$ cat src/rtl/mux_pkg.sv
// Shared helpers for the round-robin registered mux: channel index width and
// packed-bus slice offsets.
package mux_pkg;

  function automatic int ch_w(input int n);
    return (n > 1) ? $clog2(n) : 1;
  endfunction

  function automatic int ch_off(input int idx, input int width);
    return idx * width;
  endfunction

endpackage

$ cat src/rtl/rr_pick.sv
// Combinational round-robin picker: first set req bit at or above ptr, wrapping.
// Rotates the doubled request vector down by ptr, then priority-encodes.
module rr_pick #(
  parameter int N_CH = 4,
  parameter int CH_W = 2
) (
  input  logic [N_CH-1:0] req,
  input  logic [CH_W-1:0] ptr,
  output logic [N_CH-1:0] gnt,
  output logic [CH_W-1:0] idx,
  output logic            any
);

  logic [N_CH-1:0] rot;
  logic [CH_W:0]   off;
  logic [CH_W:0]   sum;
  logic            found;

  always_comb begin
    rot   = N_CH'({req, req} >> ptr);
    any   = |req;
    off   = '0;
    found = 1'b0;
    for (int i = 0; i < N_CH; i++) begin
      if (rot[i] && !found) begin
        found = 1'b1;
        off   = (CH_W+1)'(i);
      end
    end
    // Undo the rotation: absolute index = (ptr + off) mod N_CH
    sum = {1'b0, ptr} + off;
    if (sum >= (CH_W+1)'(N_CH)) sum = sum - (CH_W+1)'(N_CH);
    idx = sum[CH_W-1:0];
    gnt = '0;
    for (int i = 0; i < N_CH; i++) gnt[i] = any && (sum == (CH_W+1)'(i));
  end

endmodule

$ cat src/rtl/mux_rr_arb.sv
// N-channel round-robin arbitrated mux into a single registered output slot.
// Define MUX_RR_ZERO_IDLE_EN to clear out_data/out_ch on idle load cycles.
module mux_rr_arb
  import mux_pkg::*;
#(
  parameter int WIDTH = 32,
  parameter int N_CH  = 4,
  localparam int CH_W = ch_w(N_CH)
) (
  input  logic                  clk,
  input  logic                  rst_n,
  input  logic [N_CH-1:0]       in_valid,
  output logic [N_CH-1:0]       in_ready,
  input  logic [N_CH*WIDTH-1:0] in_data,
  output logic                  out_valid,
  input  logic                  out_ready,
  output logic [WIDTH-1:0]      out_data,
  output logic [CH_W-1:0]       out_ch
);

  logic [CH_W-1:0]  rr_ptr;
  logic [CH_W-1:0]  rr_nxt;
  logic [CH_W:0]    nxt_w;
  logic [N_CH-1:0]  gnt;
  logic [CH_W-1:0]  idx;
  logic             any;
  logic             load;
  logic [WIDTH-1:0] sel_data;

  rr_pick #(.N_CH(N_CH), .CH_W(CH_W)) u_pick (
    .req (in_valid),
    .ptr (rr_ptr),
    .gnt (gnt),
    .idx (idx),
    .any (any)
  );

  // Slot is free when empty or being drained this cycle
  assign load     = !out_valid || out_ready;
  assign in_ready = load ? gnt : '0;

  always_comb begin
    sel_data = '0;
    for (int i = 0; i < N_CH; i++)
      if (gnt[i]) sel_data = in_data[ch_off(i, WIDTH) +: WIDTH];
    nxt_w = {1'b0, idx} + (CH_W+1)'(1);
    if (nxt_w >= (CH_W+1)'(N_CH)) nxt_w = '0;
    rr_nxt = nxt_w[CH_W-1:0];
  end

  always_ff @(posedge clk or negedge rst_n) begin
    if (!rst_n) begin
      out_valid <= 1'b0;
      out_data  <= '0;
      out_ch    <= '0;
      rr_ptr    <= '0;
    end else if (load) begin
      if (any) begin
        out_valid <= 1'b1;
        out_data  <= sel_data;
        out_ch    <= idx;
        rr_ptr    <= rr_nxt;
      end else begin
        out_valid <= 1'b0;
`ifdef MUX_RR_ZERO_IDLE_EN
        out_data  <= '0;
        out_ch    <= '0;
`endif
      end
    end
  end

endmodule

$ cat config.mk
export PLATFORM = sky130hd
export DESIGN_NAME = mux_rr_arb
export DESIGN_NICKNAME = d
export VERILOG_FILES = /design/src/rtl/mux_pkg.sv /design/src/rtl/rr_pick.sv /design/src/rtl/mux_rr_arb.sv
export SDC_FILE = /design/constraint.sdc
export NUM_CORES = 1
export LEC_CHECK = 0
export ABC_AREA = 1
export CORE_UTILIZATION = 43
export DETAILED_ROUTE_END_ITERATION = 12
export PLACE_DENSITY = 0.95
export SYNTH_ARGS = -nofsm -noshare
export SYNTH_HDL_FRONTEND = slang
export SYNTH_SLANG_ARGS = --single-unit
$ cat constraint.sdc
create_clock -name clk -period 5.1 [get_ports clk]
set_clock_uncertainty 0.05 [all_clocks]
set_input_delay 1.02 -clock clk [delete_from_list [all_inputs] [get_ports clk]]
set_output_delay 1.02 -clock clk [all_outputs]
set_load 0.05 [all_outputs]
* Word-level counts from Yosys, hierarchy flattened
Cells that the tools add are included.
** Word-level totals
- Register bits :: 37
- Bits of input ports :: 135
- Output and inout bits :: 39
- Logic and storage cells :: 42
** Operators by class
- Add/subtract/negate cells :: 3
- $lt $le $gt $ge :: 2
- Equality and inequality tests :: 3
- Shift operators :: 1
- Mux-type cells :: 14
- Reductions and logical operators :: 15
** Operators with widths (number)
- 32-bit 2-to-1 mux :: 4
- 8-bit by 2-bit right shift with 4-bit output :: 1
- 1-bit logical AND :: 7
- 3-bit by 2-bit == test with 1-bit output (second input constant) :: 2
- 3-bit >= comparator (second input constant) :: 2
- 2-bit 2-to-1 mux :: 3
- 1-bit 2-to-1 mux :: 5
- 1-bit logical NOT :: 4
- 4-bit 2-to-1 mux :: 1
- 4-bit OR reduction :: 1
- 2-bit by 1-bit adder with 3-bit output (second input constant) :: 1
- 2-bit by 2-bit adder with 3-bit output :: 1
- 3-bit by 1-bit == test with 1-bit output (second input constant) :: 1
- 3-bit logical NOT :: 1
- 3-bit 2-to-1 mux :: 1
- 3-bit subtractor (second input constant) :: 1
- 2-bit AND reduction :: 1
- 1-bit logical OR :: 1

* Logic depth before layout (Yosys ltp)
- Depth after elaboration :: 20
- Depth in mapped cells :: 21
- Depth with buffers taken out :: 19

* By module
Synthesis repeated with hierarchy kept, for this count alone.
** Second synthesis, totals
- Cell total of the unflattened synthesis :: 491
- Area, all modules :: 2894.0 um^2
** By module, submodules not included
- mux_rr_arb :: instances 1, cells each 447, area an instance 2643.8 um^2, seq. area each 925.9 um^2
- rr_pick :: instances 1, cells each 44, area an instance 250.2 um^2, seq. area each 0.0 um^2

* Worst setup path after synthesis
Ideal clock, no wire load.
- Path type :: input -> output
- From :: input in_valid[1]
- To :: output in_ready[1]
- Arrival :: 3392 ps
- Required time :: 4030 ps
- Setup slack :: 638 ps
- Cell stages on the path :: 16
- Path buffers :: 2
- Path through :: nand2_1 -> nand3_1 -> nand2_1 -> nand3_1 -> a21boi_0 -> ha_1 -> xor2_1 -> inv_1 -> nand3_1 -> nand2_1 -> inv_1 -> ha_1 -> buf_2 -> buf_1 -> nand2_1 -> nor2_1
** Between the ends
- Word-level cells in the longest chain between the ends :: 17
- Elaborated cells on any way between the ends :: 21
- Classes of those cells :: add/sub (2); order compare (1); eq/ne (1); shift (1); mux (8); reduce/logical (8)
** Ends and longest elaborated chain
- start: declaration :: RTL line mux_rr_arb.sv:12 : input logic [N_CH-1:0] in_valid,
- 8-bit by 2-bit right shift with 4-bit output (*) :: RTL line rr_pick.sv:20 : rot = N_CH'({req, req} >> ptr);
- 1-bit 2-to-1 mux :: RTL line rr_pick.sv:25 : if (rot[i] && !found) begin
- 1-bit logical NOT :: RTL line rr_pick.sv:25
- 1-bit logical AND :: RTL line rr_pick.sv:25
- 1-bit 2-to-1 mux :: RTL line rr_pick.sv:25
- 1-bit logical NOT :: RTL line rr_pick.sv:25
- 1-bit logical AND :: RTL line rr_pick.sv:25
- 1-bit 2-to-1 mux :: RTL line rr_pick.sv:25
- [... 2 more ...]
- 2-bit 2-to-1 mux (*) :: RTL line rr_pick.sv:25
- 2-bit by 2-bit adder with 3-bit output (*) :: RTL line rr_pick.sv:31 : sum = {1'b0, ptr} + off;
- 3-bit subtractor / 3-bit >= comparator (equally long branches) :: RTL line rr_pick.sv:32 : if (sum >= (CH_W+1)'(N_CH)) sum = sum - (CH_W+1)'(N_CH);
- 3-bit 2-to-1 mux (*) :: RTL line rr_pick.sv:32
- net idx[1] :: RTL line mux_rr_arb.sv:25 : logic [CH_W-1:0] idx;
- 3-bit by 1-bit == test with 1-bit output (*) :: RTL line rr_pick.sv:35 : for (int i = 0; i < N_CH; i++) gnt[i] = any && (sum == (CH_W+1)'(i));
- 1-bit logical AND (*) :: RTL line rr_pick.sv:35
- 4-bit 2-to-1 mux (*) :: RTL line mux_rr_arb.sv:40 : assign in_ready = load ? gnt : '0;
- end: declaration :: RTL line mux_rr_arb.sv:13 : output logic [N_CH-1:0] in_ready,
Mark *: on every way through the listed nets, which the timed path passes. The rest lies on a longest branch.

* Worst setup path after layout
- From :: input in_valid[3]
- To :: output in_ready[0]
** Between the ends
- Word-level cells in the longest chain between the ends :: 17
- Elaborated cells on any way between the ends :: 21
- Classes of those cells :: add/sub (2); order compare (1); shift (1); mux (8); reduce/logical (9)
** Ends and longest elaborated chain (RTL line)
- 8-bit by 2-bit right shift with 4-bit output (*) :: rr_pick.sv:20
- 1-bit 2-to-1 mux :: rr_pick.sv:25
- 1-bit logical NOT :: rr_pick.sv:25
- 1-bit logical AND :: rr_pick.sv:25
- 1-bit 2-to-1 mux :: rr_pick.sv:25
- 1-bit logical NOT :: rr_pick.sv:25
- 1-bit logical AND :: rr_pick.sv:25
- 1-bit 2-to-1 mux :: rr_pick.sv:25
- [... 2 more ...]
- 2-bit 2-to-1 mux (*) :: rr_pick.sv:25
- 2-bit by 2-bit adder with 3-bit output (*) :: rr_pick.sv:31
- 3-bit subtractor / 3-bit >= comparator (equally long branches) :: rr_pick.sv:32
- 3-bit 2-to-1 mux (*) :: rr_pick.sv:32
- net idx[1] :: mux_rr_arb.sv:25
- 3-bit logical NOT (*) :: rr_pick.sv:35
- 1-bit logical AND (*) :: rr_pick.sv:35
- 4-bit 2-to-1 mux (*) :: mux_rr_arb.sv:40
Marks and branches as above.

==> qor_table.md <==
| Quantity | Reported |
| --- | --- |
| Critical path required time | 4.03 ns |
| Placed inst area | 4970 um2 |
| Top fanout value on the critical path | 4 |
| Max Transition Viols Final | 0 |
| Largest net degree at the start of global routing | 70 |
| Adder-cell area share of the yosys netlist | 1.91% |
| Dominant combinational cell family by area after synthesis | simple AND/OR/NAND/NOR gates |
| Total number of nets in the final design | 846 |
| Instance count of the mapped netlist | 562 |
| Dominant cell by count in the synthesized netlist | sky130_fd_sc_hd__nand2_1 |
| Number of enable-type register cells in the synthesized netlist | 0 |
| Cell chosen for the clock root | sky130_fd_sc_hd__clkbuf_8 |
| Area of all placed cells without fillers | 5050 um2 |
| Fillers | 574 |
| Final core utilization | 68.9% |
| Total routing usage reported by global routing | 26.1% |
| Wire length of the first global-routing pass | 16.2 mm |
| Highest attainable clock frequency | 0.227 GHz |
| Vias in the first global route | 3711 |
| Antenna fix cells | 0 |
| Post-Synth XOR/XNOR Area | 0.267% |
| Antenna violation net count after detailed routing | 0 |
| Vert. Die Dim | 89.4 um |
| Number of clock sinks | 37 |
| Normalized max-slew margin | 18.4% |
| Pin slew with the least headroom to its limit | 1.22 ns |
| Port Buffer Count | 173 |
| Commonest cells in the netlist | 216 x sky130_fd_sc_hd__nand2_1, 106 x sky130_fd_sc_hd__nand3_1, 72 x sky130_fd_sc_hd__inv_1 |
| Largest cells by area after synthesis | sky130_fd_sc_hd__dfrtp_1 28%, sky130_fd_sc_hd__nand2_1 25%, sky130_fd_sc_hd__nand3_1 16% |
| Initial Utilization | 44.8% |
| Setup TNS Final | 0 ns |
| Congestion Overflow GR | 0 |
| Area share of the largest cell type after synthesis | 28.2% |
| Category of the worst setup path launch point | primary input |
| Clock edge transition at the registers on the reported setup and hold paths | 0.07 ns |
| Die ar. | 7990 um2 |
| Drt drc | 0 |
| Number of warnings issued by yosys | 0 |
| Status | finished, final reports clean |
| Primary FF master, synth | sky130_fd_sc_hd__dfrtp_1 |
| Simple-gate portion of the synthesized area | 42.9% |
| Data arrival time at the worst-slack endpoint | 3.34 ns |
| Class of the tightest hold or removal check | reg -> reg |
| Clock tree buffer depth | 2 |
| Crit share post-route | 86.5% |
| Number of cells upsized or downsized after cts | 0 |
| # IOs | 174 |
| Horizontal die dimension | 89.4 um |
| Max H-tree Level | 2 |
| Dpl hpwl | 7.59 mm |
| Max-cap violation count | 0 |
| Core region area | 7330 um2 |
| Clock tree from TritonCTS | done |
| Async SR Flop Fraction | 100% |
| Final setup slack of the worst path | 0.687 ns |
| Count of unique library cells instantiated by Yosys | 21 |
| Routed WL | 10.6 mm |
| Setup repair bufs after CTS | 0 |
| Synth Area in Compound Gates | 10.4% |
| CTS Hold Bufs | 0 |
| Mean post-synth cell area | 5.84 um2 |
| Number of rows in the core area | 31 |
| Worst Setup Slack post-DPL | 0.708 ns |
| Num CTS Buffers | 5 |
| Share of the yosys chip area belonging to registers | 28.2% |
| Total nets after synthesis | 702 |
| DRT Pass-1 Iters | 5 |
| Routed vias | 4007 |
| Vias per cell | 4.97 |
| Setup Crit Path Kind | in -> out |
| Flip-flop and latch count after synthesis | 37 |
| Final number of setup-violating endpoints | 0 |
| Wire per inst | 13.1 um |
| Post-synthesis mux area share | 0% |
| Iter 0 DRT Violations | 155 |
| Share of layout cells above drive strength 1 | 3.25% |
| Clock latency reported for the late side of the worst-skew pair | 0.28 ns |
| RSZ-0062 raised after global routing | no |
| Clock period minus final worst setup slack | 4.41 ns |
| Nature of the critical path endpoint | output pin |
| Library cell occupying the most area in the post-synthesis netlist | sky130_fd_sc_hd__dfrtp_1 |
| Combined area of all synthesized cells | 3280 um2 |
| Final number of hold-violating endpoints | 0 |
| Global placer's final weighted congestion | 0.824 |
| Antenna violations before repair | 0 |
| Synthesis-to-layout area growth | 53.8% |
## cell families (layout without fill, tap and decap cells)
kind of cell,after synthesis,count (layout)
AND/OR/NAND/NOR,336,336
buffers and inverters,116,261
AO/OA/AOI/OAI,67,67
flip-flops,37,37
adder cells (fa/ha/maj),5,5
XOR/XNOR,1,1
## final cells by class
type                       instances  area [um2]  area share (%)
inverter                          73         274            5.42
tap                               99         124            2.45
timing repair buffer             180        1820            36.0
sequential                        37         926            18.3
clock buffer                       8        80.1            1.59
multi-input combinational        409        1830            36.2
## registers in the layout, summed over array words and instances (netlist names)
signal	flops
rr_ptr	2
out_ch	2
out_data	32
out_valid	1
## critical path: stages
cell                              delay (ns)
sky130_fd_sc_hd__clkdlybuf4s50_1        0.52
sky130_fd_sc_hd__nand2_1                0.11
sky130_fd_sc_hd__nand3_1                0.11
sky130_fd_sc_hd__nand3_1                0.08
sky130_fd_sc_hd__a21boi_0               0.16
sky130_fd_sc_hd__ha_1                   0.18
sky130_fd_sc_hd__xor2_1                 0.18
sky130_fd_sc_hd__inv_1                  0.05
sky130_fd_sc_hd__nand3_1                0.07
sky130_fd_sc_hd__nand2_1                0.13
sky130_fd_sc_hd__inv_1                  0.12
sky130_fd_sc_hd__ha_1                   0.16
sky130_fd_sc_hd__nand2_1                0.05
sky130_fd_sc_hd__nor2_1                 0.21
sky130_fd_sc_hd__buf_12                 0.17
## cells in the final DEF, fill, tap and decap left out, drive strengths merged
master and n:
nor2 10, nand2 220, o21ai 33, inv 73, clkdlybuf4s50 168, xor2 1, a21oi 32, ha 5
clkbuf 8, buf 12, a21boi 1, dfrtp 37, nand3 106, o21bai 1
## routing by layer
metal | part of all wire (%) | wire length (um) | vias up | global-route usage (%)
met5 | 0 | 0 | - | 0
met3 | 7.7 | 810 | 24 | 4.99
li1 | - | - | 2038 | -
met1 | 40 | 4230 | 1782 | 28.8
met2 | 50 | 5260 | 163 | 48.9
met4 | 2.4 | 250 | 0 | 10.4
## final timing paths
path,startpoint,to,slack (ns),cells after the start
min in group asynchronous,rst_n,out_data[18],0.78,1
max,in_valid[3],in_ready[0],0.69,15
min,out_data[24],out_data[24],0.43,2
max in group asynchronous,rst_n,out_data[5],3.69,1
min reg2reg,out_data[24],out_data[24],0.43,2
max reg2reg,rr_ptr[0],out_data[7],1.97,20
## stage by stage
stage          hold slack [ns]  std cells
6_report                 0.431        806
3_3_place_gp             0.411        798
5_1_grt                  0.456        806
4_1_cts                  0.435        806
2_1_floorplan            0.590        562
3_5_place_dp             0.414        798
Power is left out: the tool's default activity adds up to more than one toggle a clock period on the data nets, which glitch-free logic cannot reach.
